**src/rtl/conv_pkg.sv**
```systemverilog
// Shared definitions for the convolution feeder slice.
// Latency: n/a (types and constants only).
// Backpressure: n/a.
package conv_pkg;

  localparam int DataWidth = 32;

  localparam logic [31:0] FP32_ZERO = 32'h0000_0000;

  typedef enum logic [1:0] {
    IDLE   = 2'd0,
    LOAD   = 2'd1,
    STREAM = 2'd2,
    DONE   = 2'd3
  } feeder_state_t;

endpackage

```
**src/rtl/feeder_weight_buf.sv**
```systemverilog
// Kernel weight register file: one synchronous write port, one combinational read port.
// Latency: a write is visible on the read port the cycle after its write edge.
// Backpressure: none; the writer qualifies every write with wrEn.
//
// Ports:
//   clk, aclr_n      clock and asynchronous active-low clear (clears every entry)
//   wrEn/wrAddr/wrData  write port
//   rdAddr/rdData    combinational read port
module feeder_weight_buf #(
  parameter int DataWidth  = 32,
  parameter int KernelSize = 4,
  parameter int TapWidth   = 2
) (
  input  logic                 clk,
  input  logic                 aclr_n,
  input  logic                 wrEn,
  input  logic [TapWidth-1:0]  wrAddr,
  input  logic [DataWidth-1:0] wrData,
  input  logic [TapWidth-1:0]  rdAddr,
  output logic [DataWidth-1:0] rdData
);
  import conv_pkg::*;

  logic [DataWidth-1:0] mem [KernelSize];

  always_ff @(posedge clk or negedge aclr_n) begin
    if (!aclr_n) begin
      for (int k = 0; k < KernelSize; k++) begin
        mem[k] <= '0;
      end
    end else if (wrEn) begin
      mem[wrAddr] <= wrData;
    end
  end

  assign rdData = mem[rdAddr];

endmodule

```
**src/rtl/conv_feeder.sv**
```systemverilog
// PE feeder: loads one kernel of weights, then streams lock-stepped W/I/O beats per tap.
// Latency: an input accepted at edge n is presented valid after edge n.
// Backpressure: a held output beat blocks all input acceptance; input Rdy follows PE Rdy via fire.
//
// Ports:
//   clk, aclr_n                    clock, asynchronous active-low reset
//   cfg_start, cfg_num_blocks      run start pulse (IDLE only) and block count
//   WL_DataIn*/WL_DataInRdy        weight load stream (accepted only in LOAD)
//   A_DataIn*/A_DataInRdy          activation stream, one word per tap
//   P_DataIn*/P_DataInRdy          partial-sum seed stream, one word per block (tap 0)
//   W_/I_/O_DataOut*               weight, activation and psum beats to the PE
//   busy, done                     run status, one-cycle completion pulse
module conv_feeder #(
  parameter int DataWidth  = 32,
  parameter int KernelSize = 4,
  parameter int TapWidth   = 2,
  parameter int BlkWidth   = 16
) (
  input  logic                 clk,
  input  logic                 aclr_n,
  input  logic                 cfg_start,
  input  logic [BlkWidth-1:0]  cfg_num_blocks,
  input  logic [DataWidth-1:0] WL_DataIn,
  input  logic                 WL_DataInValid,
  output logic                 WL_DataInRdy,
  input  logic [DataWidth-1:0] A_DataIn,
  input  logic                 A_DataInValid,
  output logic                 A_DataInRdy,
  input  logic [DataWidth-1:0] P_DataIn,
  input  logic                 P_DataInValid,
  output logic                 P_DataInRdy,
  output logic [DataWidth-1:0] W_DataOut,
  output logic                 W_DataOutValid,
  input  logic                 W_DataOutRdy,
  output logic [DataWidth-1:0] I_DataOut,
  output logic                 I_DataOutValid,
  input  logic                 I_DataOutRdy,
  output logic [DataWidth-1:0] O_DataOut,
  output logic                 O_DataOutValid,
  input  logic                 O_DataOutRdy,
  output logic                 busy,
  output logic                 done
);
  import conv_pkg::*;

  localparam logic [TapWidth-1:0] LastTap = TapWidth'(KernelSize - 1);

  feeder_state_t        state;
  logic [BlkWidth-1:0]  numBlocks;
  logic [BlkWidth-1:0]  blk;
  logic [TapWidth-1:0]  wptr;
  logic [TapWidth-1:0]  tap;
  logic                 lastTaken;   // final beat of the run has been accepted
  logic                 outValid;
  logic [DataWidth-1:0] wOut;
  logic [DataWidth-1:0] iOut;
  logic [DataWidth-1:0] oOut;
  logic [DataWidth-1:0] wRd;

  logic fire;
  logic slotFree;
  logic streaming;
  logic tapZero;
  logic accept;
  logic wlTake;
  logic lastTapHit;
  logic lastBlkHit;

  // The three PE channels share one valid and transfer only together.
  assign fire       = outValid & W_DataOutRdy & I_DataOutRdy & O_DataOutRdy;
  assign slotFree   = ~outValid | fire;
  assign streaming  = (state == STREAM) & ~lastTaken;
  assign tapZero    = (tap == '0);
  assign lastTapHit = (tap == LastTap);
  assign lastBlkHit = (blk == numBlocks - 1'b1);

  // Each Rdy is qualified by its partner's Valid so no word is taken alone.
  assign A_DataInRdy = streaming & slotFree & (~tapZero | P_DataInValid);
  assign P_DataInRdy = streaming & slotFree & tapZero & A_DataInValid;
  assign accept      = A_DataInRdy & A_DataInValid;

  // A zero block count never opens the weight port.
  assign WL_DataInRdy = (state == LOAD) & (numBlocks != '0);
  assign wlTake       = WL_DataInRdy & WL_DataInValid;

  feeder_weight_buf #(
    .DataWidth (DataWidth),
    .KernelSize(KernelSize),
    .TapWidth  (TapWidth)
  ) u_wbuf (
    .clk   (clk),
    .aclr_n(aclr_n),
    .wrEn  (wlTake),
    .wrAddr(wptr),
    .wrData(WL_DataIn),
    .rdAddr(tap),
    .rdData(wRd)
  );

  // Control: the zero-count decision is taken on the latched count in the
  // cycle after start, so a zero-block run passes LOAD with the port closed.
  always_ff @(posedge clk or negedge aclr_n) begin
    if (!aclr_n) begin
      state     <= IDLE;
      numBlocks <= '0;
      blk       <= '0;
      wptr      <= '0;
      tap       <= '0;
      lastTaken <= 1'b0;
    end else begin
      case (state)
        IDLE: begin
          if (cfg_start) begin
            numBlocks <= cfg_num_blocks;
            blk       <= '0;
            wptr      <= '0;
            tap       <= '0;
            lastTaken <= 1'b0;
            state     <= LOAD;
          end
        end
        LOAD: begin
          if (numBlocks == '0) begin
            state <= DONE;
          end else if (wlTake) begin
            if (wptr == LastTap) begin
              wptr  <= '0;
              tap   <= '0;
              blk   <= '0;
              state <= STREAM;
            end else begin
              wptr <= wptr + 1'b1;
            end
          end
        end
        STREAM: begin
          if (accept) begin
            if (lastTapHit) begin
              tap <= '0;
              blk <= blk + 1'b1;
              if (lastBlkHit) begin
                lastTaken <= 1'b1;
              end
            end else begin
              tap <= tap + 1'b1;
            end
          end
          if (lastTaken & fire) begin
            state <= DONE;
          end
        end
        DONE: begin
          lastTaken <= 1'b0;
          state     <= IDLE;
        end
        default: state <= IDLE;
      endcase
    end
  end

  // Output beat register: reloads on acceptance, empties on a fire with no refill.
  always_ff @(posedge clk or negedge aclr_n) begin
    if (!aclr_n) begin
      outValid <= 1'b0;
      wOut     <= '0;
      iOut     <= '0;
      oOut     <= '0;
    end else if (accept) begin
      outValid <= 1'b1;
      wOut     <= wRd;
      iOut     <= A_DataIn;
      oOut     <= tapZero ? P_DataIn : DataWidth'(FP32_ZERO);
    end else if (fire) begin
      outValid <= 1'b0;
    end
  end

  assign W_DataOut      = wOut;
  assign I_DataOut      = iOut;
  assign O_DataOut      = oOut;
  assign W_DataOutValid = outValid;
  assign I_DataOutValid = outValid;
  assign O_DataOutValid = outValid;

  assign busy = (state != IDLE);
  assign done = (state == DONE);

endmodule

```
**config.mk**
```make
export PLATFORM = sky130hd
export DESIGN_NAME = conv_feeder
export DESIGN_NICKNAME = d
export VERILOG_FILES = /design/src/rtl/conv_pkg.sv /design/src/rtl/feeder_weight_buf.sv /design/src/rtl/conv_feeder.sv
export SDC_FILE = /design/constraint.sdc
export NUM_CORES = 1
export LEC_CHECK = 0
export CORE_MARGIN = 1.5
export CORE_UTILIZATION = 53
export CTS_CLUSTER_DIAMETER = 30
export DETAILED_ROUTE_END_ITERATION = 12
export GPL_ROUTABILITY_DRIVEN = 0
export PLACE_DENSITY = 0.81
export SETUP_SLACK_MARGIN = 0.02
export SLEW_MARGIN = 20
export SYNTH_ARGS = -nofsm -noshare
export SYNTH_HDL_FRONTEND = slang
export SYNTH_SLANG_ARGS = --single-unit
export TNS_END_PERCENT = 10
```
**constraint.sdc**
```tcl
create_clock -name clk -period 3.37 [get_ports clk]
set_input_delay 0.8425 -clock clk [delete_from_list [all_inputs] [get_ports clk]]
set_output_delay 0.8425 -clock clk [all_outputs]
set_load 0.005 [all_outputs]
```
==> results of run 1 <==
## through the flow
stage / std cells / cell area [sq um]
4_1_cts: 1505 / 16400
2_1_floorplan: 944 / 12200
3_3_place_gp: 1415 / 14600
6_report: 1508 / 16400
3_5_place_dp: 1415 / 14600
5_1_grt: 1508 / 16400
## layer usage
layer / vias to the layer above / GRT usage
met2: 225 / 0.436
met5: - / 0
met3: 63 / 0.0460
met4: 0 / 0.0856
li1: 3810 / -
met1: 4238 / 0.314
## final timing paths
kind,start,end,slack [ns],cells after the start
max,numBlocks[5],WL_DataInRdy,0.09,4
min,aclr_n,W_DataOut[14],0.21,1
max reg2reg,numBlocks[5],u_wbuf.mem[127],0.72,8
min reg2reg,I_DataOut[22],I_DataOut[22],0.47,2
max in group asynchronous,aclr_n,numBlocks[4],2.21,2
min in group clk,I_DataOut[22],I_DataOut[22],0.47,2
## repair_timing
| item | 4_1_cts | 5_1_grt |
|---|---|---|
| pin swaps | 0 | 2 |
| setup buffers | 0 | 3 |
| resized for setup | 1 | 5 |
| hold endpoints to repair | 0 | 0 |
| endpoints found under the setup margin | 2 | 3 |
## power groups by stage
stage / Combinational [uW] / Sequential (uW) / Clock [uW]
3_5_place_dp: 4900 / 5400 / 0
2_1_floorplan: 3060 / 5230 / 0
5_1_grt: 5350 / 5570 / 5450
3_3_place_gp: 4750 / 5320 / 0
6_report: 4930 / 5420 / 5230
4_1_cts: 4960 / 5410 / 5300
## sequential cells by signal, summed over array words and instances, names as in the netlist
register,cells
blk,16
I_DataOutValid,1
u_wbuf.mem,128
tap,2
numBlocks,16
W_DataOut,32
lastTaken,1
state,2
wptr,2
I_DataOut,32
O_DataOut,32
## area by class of cell
class / instances / share of cell area
clock inverter: 33 / 0.0286
timing repair buffer: 245 / 0.150
inverter: 15 / 0.00342
clock buffer: 57 / 0.0801
multi-input combinational: 609 / 0.314
tap: 285 / 0.0217
sequential: 264 / 0.402
## placed cells by master, fill, tap and decap left out, drive strengths merged, types with 3 or more instances in the layout
cell type	netlist	layout
dfrtp	264	264
clkdlybuf4s50	0	223
nand2	214	214
mux2	145	145
clkbuf	30	57
a22o	36	36
mux4	32	32
inv	15	24
buf	26	22
nor2	19	19
xnor2	16	16
nand3	14	14
ha	13	13
clkinv	0	11
nand2b	10	10
xor2	10	10
o21ai	10	10
nor3	9	9
bufinv	0	9
nand4	6	6
or4	6	6
a21oi	6	6
o31ai	5	5
nor4	5	5
a211oi	5	5
clkinvlp	0	4
a2111oi	4	4
o211ai	4	4
a21o	4	4
mux2i	3	3
a31oi	3	3
and2	3	3
## worst max-delay path, stage by stage (launching register included)
cell and delay (ns):
dfrtp_1 0.45, or4_4 0.57, nor3b_4 0.30, a21boi_4 0.14
clkdlybuf4s50_1 0.47
## logic make-up after synthesis
kind of cell,share of synthesized area
XOR/XNOR,0.0187
AO/OA/AOI/OAI,0.0622
buffers and inverters,0.0365
multiplexers,0.214
flip-flops,0.542
adder cells (fa/ha/maj),0.0134
AND/OR/NAND/NOR,0.113
==> reports/metrics.csv, run 1 <==
stage,metric,value,unit
global_routing,initial antenna violation count,0,
clock_network,H-tree depth,2,
global_routing,GRT overflow,0,
route,Iteration-0 DRC Markers,429,
critical_path,CP Max Fanout,8,
global_routing,number of global-route vias before repair,9027,
layout,diode count,0,
pwr,VDD IR max,0.498,mV
die,core box area,22600,sq um
sta,final number of setup-violating endpoints,0,
sta,Slew HR,0.523,
pwr,P_int,11100,uW
clock_network,Hold Buf Count CTS,0,
sta,setup TNS after final layout,0,ns
sta,FMAX,0.305,GHz
clock_network,CTS tree,done,
sta,max-slew violation count,0,
sta,period utilization,0.972,
route,Via-to-Cell Ratio,5.53,
logic_synthesis,syn_nets,1078,
critical_path,Startpoint Class,flop,
layout,layout cells sized above 1,0.256,
pwr,Power Total,15600,uW
logic_synthesis,top-count cell post-synth,dfrtp_1,
global_routing,Total Routing Usage GR,0.250,
pwr,Sw Ratio,0.287,
layout,Finished Core Util,0.729,
route,Remaining DRCs,0,
layout,nets,1318,
worst_hold_path,Min-Delay Path Class,primary input to asynchronous set/reset pin,
clock_network,"Reg clk slew, reported paths",0.05,ns
layout,area grow syn2layout,35.0,%
sta,Slew @ Worst Pin,0.709,ns
logic_synthesis,synth warn,0,
layout,Fillers,1469,
die,row cnt,55,
sta,final setup margin,0.0930,ns
status,status,"finished, final reports clean",
global_routing,first-pass GRT wire length,47500,microns
layout,FF/Latch Area,6610,sq um
job,Max Cap Viol,0,
place,Place WS,0.0417,ns
critical_path,WS Path Type,flop to output pin,
sta,final hold vios,0,
route,post-DR wirelength/cell,19.4,microns
clock_network,root buffer cell,clkbuf_16,
logic_synthesis,Synth cell types,70,
die,initial core utilization,0.540,
sta,Period minus WS final,3.28,ns
route,Top Metal Used,met4,
global_routing,largest net degree at the start of global routing,112,
die,IO Pins,225,
pwr,PwrDens,948,nW/um^2
die,die area,23900,sq um
clock_network,latest clock arrival within the worst-skew pair,0.53,ns
logic_synthesis,number of synthesized flops with an enable pin,0,
place,DP HPWL,18500,microns
route,Met1 Routed Length,12200,microns
sta,clock skew,0.0201,ns
die,Chip Width,155,microns
logic_synthesis,ys async rst share,1.00,
route,vias,8336,
place,port bufs,224,
clock_network,CTS Buf Count,49,
logic_synthesis,post-synth top area share,0.542,
route,Routed WL,29200,microns
logic_synthesis,sequential area share after synthesis,0.542,
sta,unrepaired setup endpoints after global routing,true,
critical_path,Worst EP arrival,2.43,ns
route,1st-pass router iterations,4,
logic_synthesis,Synth area leaders,"dfrtp_1 54%, mux2_2 7.7%, mux2_4 7.4%",
sta,Worst Hold Slack,0.213,ns
logic_synthesis,synthesized instance count,944,
logic_synthesis,Synth top cells by count,"264 x dfrtp_1, 212 x nand2_1, 83 x mux2_2",
die,Die Height,155,microns
pwr,Flop pwr share,0.348,
critical_path,Critical Path RT,2.53,ns
critical_path,Setup crit end kind,output pin,
logic_synthesis,"area leader, netlist",dfrtp_1,
pwr,leakage power,0.00758,uW
logic_synthesis,post-synthesis register bit count,264,
route,Antenna Nets Post-Route,0,
layout,area of the multi-input gates,5170,sq um
logic_synthesis,main flop type after synthesis,dfrtp_1,
route,met3 WL post-DR,1290,microns
route,met2 wire length,14900,microns
pwr,Clk pwr share,0.336,
pwr,switching pwr,4470,uW
logic_synthesis,Synth Area per Inst,12.9,sq um
clock_network,Clock Sinks,264,
clock_network,clk buf depth,3,
pwr,Comb power frac,0.316,
logic_synthesis,Post-Syn Area,12200,sq um
(Power assumes the default switching activity.)
==> run 2, diff against run 1 <==
--- a/config.mk
+++ b/config.mk
@@ -5,12 +5,13 @@
 export SDC_FILE = /design/constraint.sdc
 export NUM_CORES = 1
 export LEC_CHECK = 0
+export ABC_AREA = 1
 export CORE_MARGIN = 1.5
-export CORE_UTILIZATION = 53
+export CORE_UTILIZATION = 52
 export CTS_CLUSTER_DIAMETER = 30
 export DETAILED_ROUTE_END_ITERATION = 12
 export GPL_ROUTABILITY_DRIVEN = 0
-export PLACE_DENSITY = 0.81
+export PLACE_DENSITY = 0.8
 export SETUP_SLACK_MARGIN = 0.02
 export SLEW_MARGIN = 20
 export SYNTH_ARGS = -nofsm -noshare
==> run 2 against run 1 <==
- combinational power is 95% lower
- maximum frequency rose by 0.83%
- worst hold slack improved by 0.035 ns
- register-to-register slack better by 0.22 ns
- first-iteration DRC count increased by 92%
- critical path depth is 3 higher
- largest power group is now the clock network
- wire length grew 7.7%
- clock skew is 0.0066 ns higher
- final cell count is 27% higher
==> reports/metrics.csv, run 2 <==
stage,metric,value,unit
status,status,"finished, final reports clean",
critical_path,Critical Path RT,2.53,ns
route,post-DR wirelength/cell,16.4,microns
sta,Slew HR,0.467,
sta,Period minus WS final,3.25,ns
critical_path,Worst EP arrival,2.41,ns
layout,nets,1730,
critical_path,CP Max Fanout,5,
layout,layout cells sized above 1,0.0856,
die,initial core utilization,0.528,
die,Die Height,154,microns
layout,most frequent cells in the layout,"432 x nand2_1, 263 x dfrtp_1, 222 x clkdlybuf4s50_1",
sta,Slew @ Worst Pin,0.798,ns
critical_path,WS Path Type,flop to output pin,
global_routing,GRT overflow,0,
critical_path,Setup crit end kind,output pin,
logic_synthesis,synth warn,0,
layout,most frequent standard cell in the layout excluding fill and tap cells,nand2_1,
critical_path,CP Cell Sequence,nor2_1 > nand2_1 > nor2_1 > nand2_1 > nand2_1 > inv_1 > clkdlybuf4s50_1,
clock_network,latest clock arrival within the worst-skew pair,0.55,ns
logic_synthesis,Synth top cells by count,"432 x nand2_1, 264 x dfrtp_1, 186 x o21ai_0",
die,IO Pins,225,
critical_path,Startpoint Class,flop,
critical_path,"most used cell, CP",nand2_1,
pwr,VDD IR max,0.454,mV
global_routing,initial antenna violation count,0,
critical_path,Crit path largest cell delay,0.45,ns
clock_network,H-tree depth,2,
pwr,PwrDens,526,nW/um^2
route,Remaining DRCs,0,
logic_synthesis,top-count cell post-synth,nand2_1,
die,core box area,22600,sq um
clock_network,CTS tree,done,
global_routing,first-pass GRT wire length,50800,microns
clock_network,CTS Buf Count,51,
logic_synthesis,synthesized instance count,1380,
route,Routed WL,31500,microns
logic_synthesis,post-synthesis register bit count,264,
sta,final number of setup-violating endpoints,0,
sta,unrepaired setup endpoints after global routing,false,
critical_path,R2R depth,13,
route,vias,10500,
layout,Finished Core Util,0.713,
sta,final hold vios,0,
logic_synthesis,Synth Area per Inst,8.63,sq um
logic_synthesis,Synth area leaders,"dfrtp_1 55%, nand2_1 14%, o21ai_0 7.8%",
logic_synthesis,Synth cell types,34,
critical_path,CP max-delay cell,clkdlybuf4s50_1,
die,die area,23800,sq um
worst_hold_path,Min-Delay Path Class,primary input to asynchronous set/reset pin,
layout,area grow syn2layout,35.0,%
route,Antenna Nets Post-Route,0,
critical_path,Crit path depth,7,
critical_path,worst path buffer plus inverter count,2,
route,1st-pass router iterations,5,
route,Iteration-0 DRC Markers,823,
global_routing,number of global-route vias before repair,10200,
route,Via-to-Cell Ratio,5.46,
die,row cnt,55,
critical_path,Crit path max-delay family,simple AND/OR/NAND/NOR gates,
logic_synthesis,ys async rst share,1.00,
layout,Largest register FFs,128,
clock_network,"Reg clk slew, reported paths",0.05,ns
logic_synthesis,post-synth top area share,0.555,
logic_synthesis,Post-Syn Area,11900,sq um
sta,FMAX,0.308,GHz
layout,Reg with most FFs,u_wbuf.mem,
die,Chip Width,154,microns
logic_synthesis,"area leader, netlist",dfrtp_1,
clock_network,root buffer cell,clkbuf_16,
pwr,leakage power,0.00787,uW
global_routing,largest net degree at the start of global routing,78,
sta,period utilization,0.964,
logic_synthesis,syn_nets,1514,
place,DP HPWL,19300,microns
sta,max-slew violation count,0,
critical_path,reg2reg setup slack,0.94,ns
global_routing,Total Routing Usage GR,0.264,
place,port bufs,224,
pwr,Power Total,8450,uW
logic_synthesis,main flop type after synthesis,dfrtp_1,
sta,setup TNS after final layout,0,ns
layout,diode count,0,
clock_network,Clock Sinks,264,
logic_synthesis,sequential area share after synthesis,0.555,
job,Max Cap Viol,0,
sta,clock skew,0.0266,ns
clock_network,clk buf depth,3,
logic_synthesis,number of synthesized flops with an enable pin,0,
layout,Fillers,1719,
run 2: metal layers:
layer,GRT usage,wire [microns],vias to the layer above
li1,-,-,4955
met1,0.333,13100,5034
met2,0.446,15400,418
met3,0.0541,2140,78
met4,0.108,910,0
met5,0,0,-
run 2: cell type report:
class,count,area [sq um],share of cell area
clock buffers,59,1370,0.0850
clock inverters,34,370,0.0230
inverters,83,314,0.0195
multi-input cells,956,4640,0.288
flip-flops and latches,264,6610,0.411
well taps,285,357,0.0222
repair buffers,240,2430,0.151
run 2: per-stage QoR:
step           instances  cell area (sq um)  hold slack (ns)  setup slack, ns
2_1_floorplan       1380              11900            0.448            0.824
3_3_place_gp        1827              14300            0.461           0.0356
3_5_place_dp        1827              14300            0.464           0.0412
4_1_cts             1921              16100            0.281            0.110
5_1_grt             1921              16100            0.304           0.0366
6_report            1921              16100            0.248            0.120
run 2: path summary, 6_finish.rpt:
check                                   start             to
worst max-delay path             numBlocks[6]   WL_DataInRdy
worst min register to register  W_DataOut[26]  W_DataOut[26]
max in group asynchronous              aclr_n        blk[14]
worst min-delay path                   aclr_n  W_DataOut[25]
worst max register to register       state[0]        blk[11]
min in group clk                W_DataOut[26]  W_DataOut[26]
run 2: logic make-up after synthesis:
| family | after synthesis | synth area share |
|---|---|---|
| muxes | 8 | 0.00756 |
| xor gates and xnor gates | 20 | 0.0147 |
| adders and majority gates | 13 | 0.0137 |
| DFF | 264 | 0.555 |
| buffers and inverters | 160 | 0.0579 |
| and+or+nand+nor | 617 | 0.208 |
| AOI/OAI and AO/OA | 298 | 0.144 |
run 2: timing repair:
item | 4_1_cts | 5_1_grt
setup buffers | 1 | 0
resized for setup | 3 | 2
pin swaps | 1 | 0
setup endpoints to repair | 2 | 1
hold buffers | 0 | 0
run 2: report_power, final:
part / switching (uW) / internal, uW
combinational: 119 / 137
sequential: 1.57 / 3180
clock: 1710 / 3310
total: 1830 / 6620
==> run 3, diff against run 2 <==
--- a/config.mk
+++ b/config.mk
@@ -6,13 +6,15 @@
 export NUM_CORES = 1
 export LEC_CHECK = 0
 export ABC_AREA = 1
+export CAP_MARGIN = 20
 export CORE_MARGIN = 1.5
 export CORE_UTILIZATION = 52
 export CTS_CLUSTER_DIAMETER = 30
 export DETAILED_ROUTE_END_ITERATION = 12
 export GPL_ROUTABILITY_DRIVEN = 0
+export HOLD_SLACK_MARGIN = 0.15
 export PLACE_DENSITY = 0.8
-export SETUP_SLACK_MARGIN = 0.02
+export SETUP_SLACK_MARGIN = 0.05
 export SLEW_MARGIN = 20
 export SYNTH_ARGS = -nofsm -noshare
 export SYNTH_HDL_FRONTEND = slang
==> run 3 against run 2 <==
- sequential power is essentially flat
- core utilization increased by 0.055 points
- largest cell class unchanged
- worst setup slack improved by 0.062 ns
==> reports/metrics.csv, run 3 (synthesized netlist as in run 2, its figures left out) <==
stage,metric,value,unit
clock_network,"Reg clk slew, reported paths",0.05,ns
clock_network,CTS Buf Count,51,
sta,Slew @ Worst Pin,0.797,ns
sta,setup TNS after final layout,0,ns
clock_network,root buffer cell,clkbuf_16,
route,post-DR wirelength/cell,16.4,microns
sta,period utilization,0.946,
critical_path,Crit path largest cell delay,0.45,ns
die,IO Pins,225,
sta,max-slew violation count,0,
global_routing,GRT overflow,0,
clock_network,Clock Sinks,264,
critical_path,Critical Path RT,2.53,ns
critical_path,WS Path Type,flop to output pin,
critical_path,Startpoint Class,flop,
sta,final number of setup-violating endpoints,0,
route,vias,10500,
layout,Largest register FFs,128,
sta,clock skew,0.0260,ns
critical_path,CP startpoint,numBlocks[6],
critical_path,reg2reg setup slack,0.95,ns
place,port bufs,224,
place,Inst Count DP,1827,
die,row cnt,55,
sta,Period minus WS final,3.19,ns
critical_path,CP Cell Sequence,nor2_1 > nand2_1 > nor2_2 > nand2_1 > nand2_1 > inv_1 > clkdlybuf4s50_1,
clock_network,H-tree depth,2,
critical_path,Worst EP arrival,2.35,ns
clock_network,Hold Buf Count CTS,0,
route,Routed WL,31500,microns
sta,FMAX,0.314,GHz
critical_path,worst setup path endpoint,WL_DataInRdy,
route,Remaining DRCs,0,
sta,final hold vios,0,
critical_path,worst path buffer plus inverter count,2,
layout,area grow syn2layout,35.1,%
critical_path,"most used cell, CP",nand2_1,
route,1st-pass router iterations,6,
critical_path,reg-to-reg startpoint,state[0],
layout,nets,1730,
global_routing,initial antenna violation count,0,
layout,most frequent standard cell in the layout excluding fill and tap cells,nand2_1,
die,die area,23800,sq um
critical_path,R2R depth,13,
layout,diode count,0,
route,Antenna Nets Post-Route,0,
critical_path,CP Max Fanout,5,
layout,Non-Filler Instances,1921,
layout,layout cells sized above 1,0.0862,
sta,Worst Hold Slack,0.262,ns
place,DP HPWL,19300,microns
pwr,Power Total,8450,uW
worst_hold_path,Min-Delay Path Class,primary input to asynchronous set/reset pin,
layout,most frequent cells in the layout,"432 x nand2_1, 263 x dfrtp_1, 222 x clkdlybuf4s50_1",
die,Die Height,154,microns
sta,unrepaired setup endpoints after global routing,false,
critical_path,CP max-delay cell,clkdlybuf4s50_1,
layout,Fillers,1717,
global_routing,first-pass GRT wire length,50800,microns
critical_path,Setup crit end kind,output pin,
sta,Slew HR,0.467,
critical_path,capturing point of the worst reg2reg path,blk[11],
route,Iteration-0 DRC Markers,788,
job,Max Cap Viol,0,
clock_network,latest clock arrival within the worst-skew pair,0.55,ns
die,core box area,22600,sq um
clock_network,clk buf depth,3,
die,Chip Width,154,microns
global_routing,largest net degree at the start of global routing,78,
route,Via-to-Cell Ratio,5.46,
layout,Reg with most FFs,u_wbuf.mem,
critical_path,Crit path depth,7,
pwr,VDD IR max,0.453,mV
pwr,PwrDens,525,nW/um^2
pwr,leakage power,0.00788,uW
status,status,"finished, final reports clean",
global_routing,number of global-route vias before repair,10200,
die,initial core utilization,0.528,
clock_network,CTS tree,done,
critical_path,Crit path max-delay family,simple AND/OR/NAND/NOR gates,
global_routing,Total Routing Usage GR,0.264,
[run 3: cell counts in the layout (fill, tap and decap cells not counted)]
Identical to the previous run, type by type.
[run 3: layout make-up]
cell class                      count  area [sq um]  share of cell area
Inverter                           83           314              0.0195
Tap cell                          285           357              0.0222
Clock buffer                       59          1370              0.0850
Clock inverter                     34           370              0.0230
Multi-Input combinational cell    956          4650               0.289
Timing Repair Buffer              240          2430               0.151
Sequential cell                   264          6610               0.410
[run 3: layer usage]
| layer | GRT usage | part of all wire |
|---|---|---|
| met5 | 0 | 0 |
| met4 | 0.108 | 0.028 |
| met3 | 0.0541 | 0.071 |
| met2 | 0.446 | 0.49 |
| met1 | 0.333 | 0.41 |
[run 3: stage by stage]
stage          setup slack [ns]  utilization  area [sq um]
6_report                  0.182        0.713         16100
5_1_grt                  0.0701        0.713         16100
4_1_cts                   0.110        0.712         16100
3_5_place_dp             0.0412        0.635         14300
3_3_place_gp             0.0356        0.635         14300
2_1_floorplan             0.824            -         11900
[run 3: report_power, final]
part,switching [uW],total [uW],internal (uW)
logic,119,256,137
clock network,1710,5010,3300
registers,1.56,3180,3180
[run 3: timing repair]
action	4_1_cts	5_1_grt
pin swaps	1	0
setup buffers	1	0
gates resized for setup	3	5
setup endpoints to repair	2	1
[run 3: worst min path at each step]
| stage | startpoint | to | slack, ns | cells after the start |
|---|---|---|---|---|
| 5_1_grt | aclr_n | W_DataOut[25] | 0.30 | 1 |
| 2_1_floorplan | u_wbuf.mem[35] | u_wbuf.mem[35] | 0.45 | 2 |
| 6_report | aclr_n | W_DataOut[25] | 0.26 | 1 |
| 3_3_place_gp | I_DataOut[7] | I_DataOut[7] | 0.46 | 2 |
| 4_1_cts | aclr_n | u_wbuf.mem[108] | 0.28 | 1 |
| 3_5_place_dp | I_DataOut[11] | I_DataOut[11] | 0.46 | 2 |
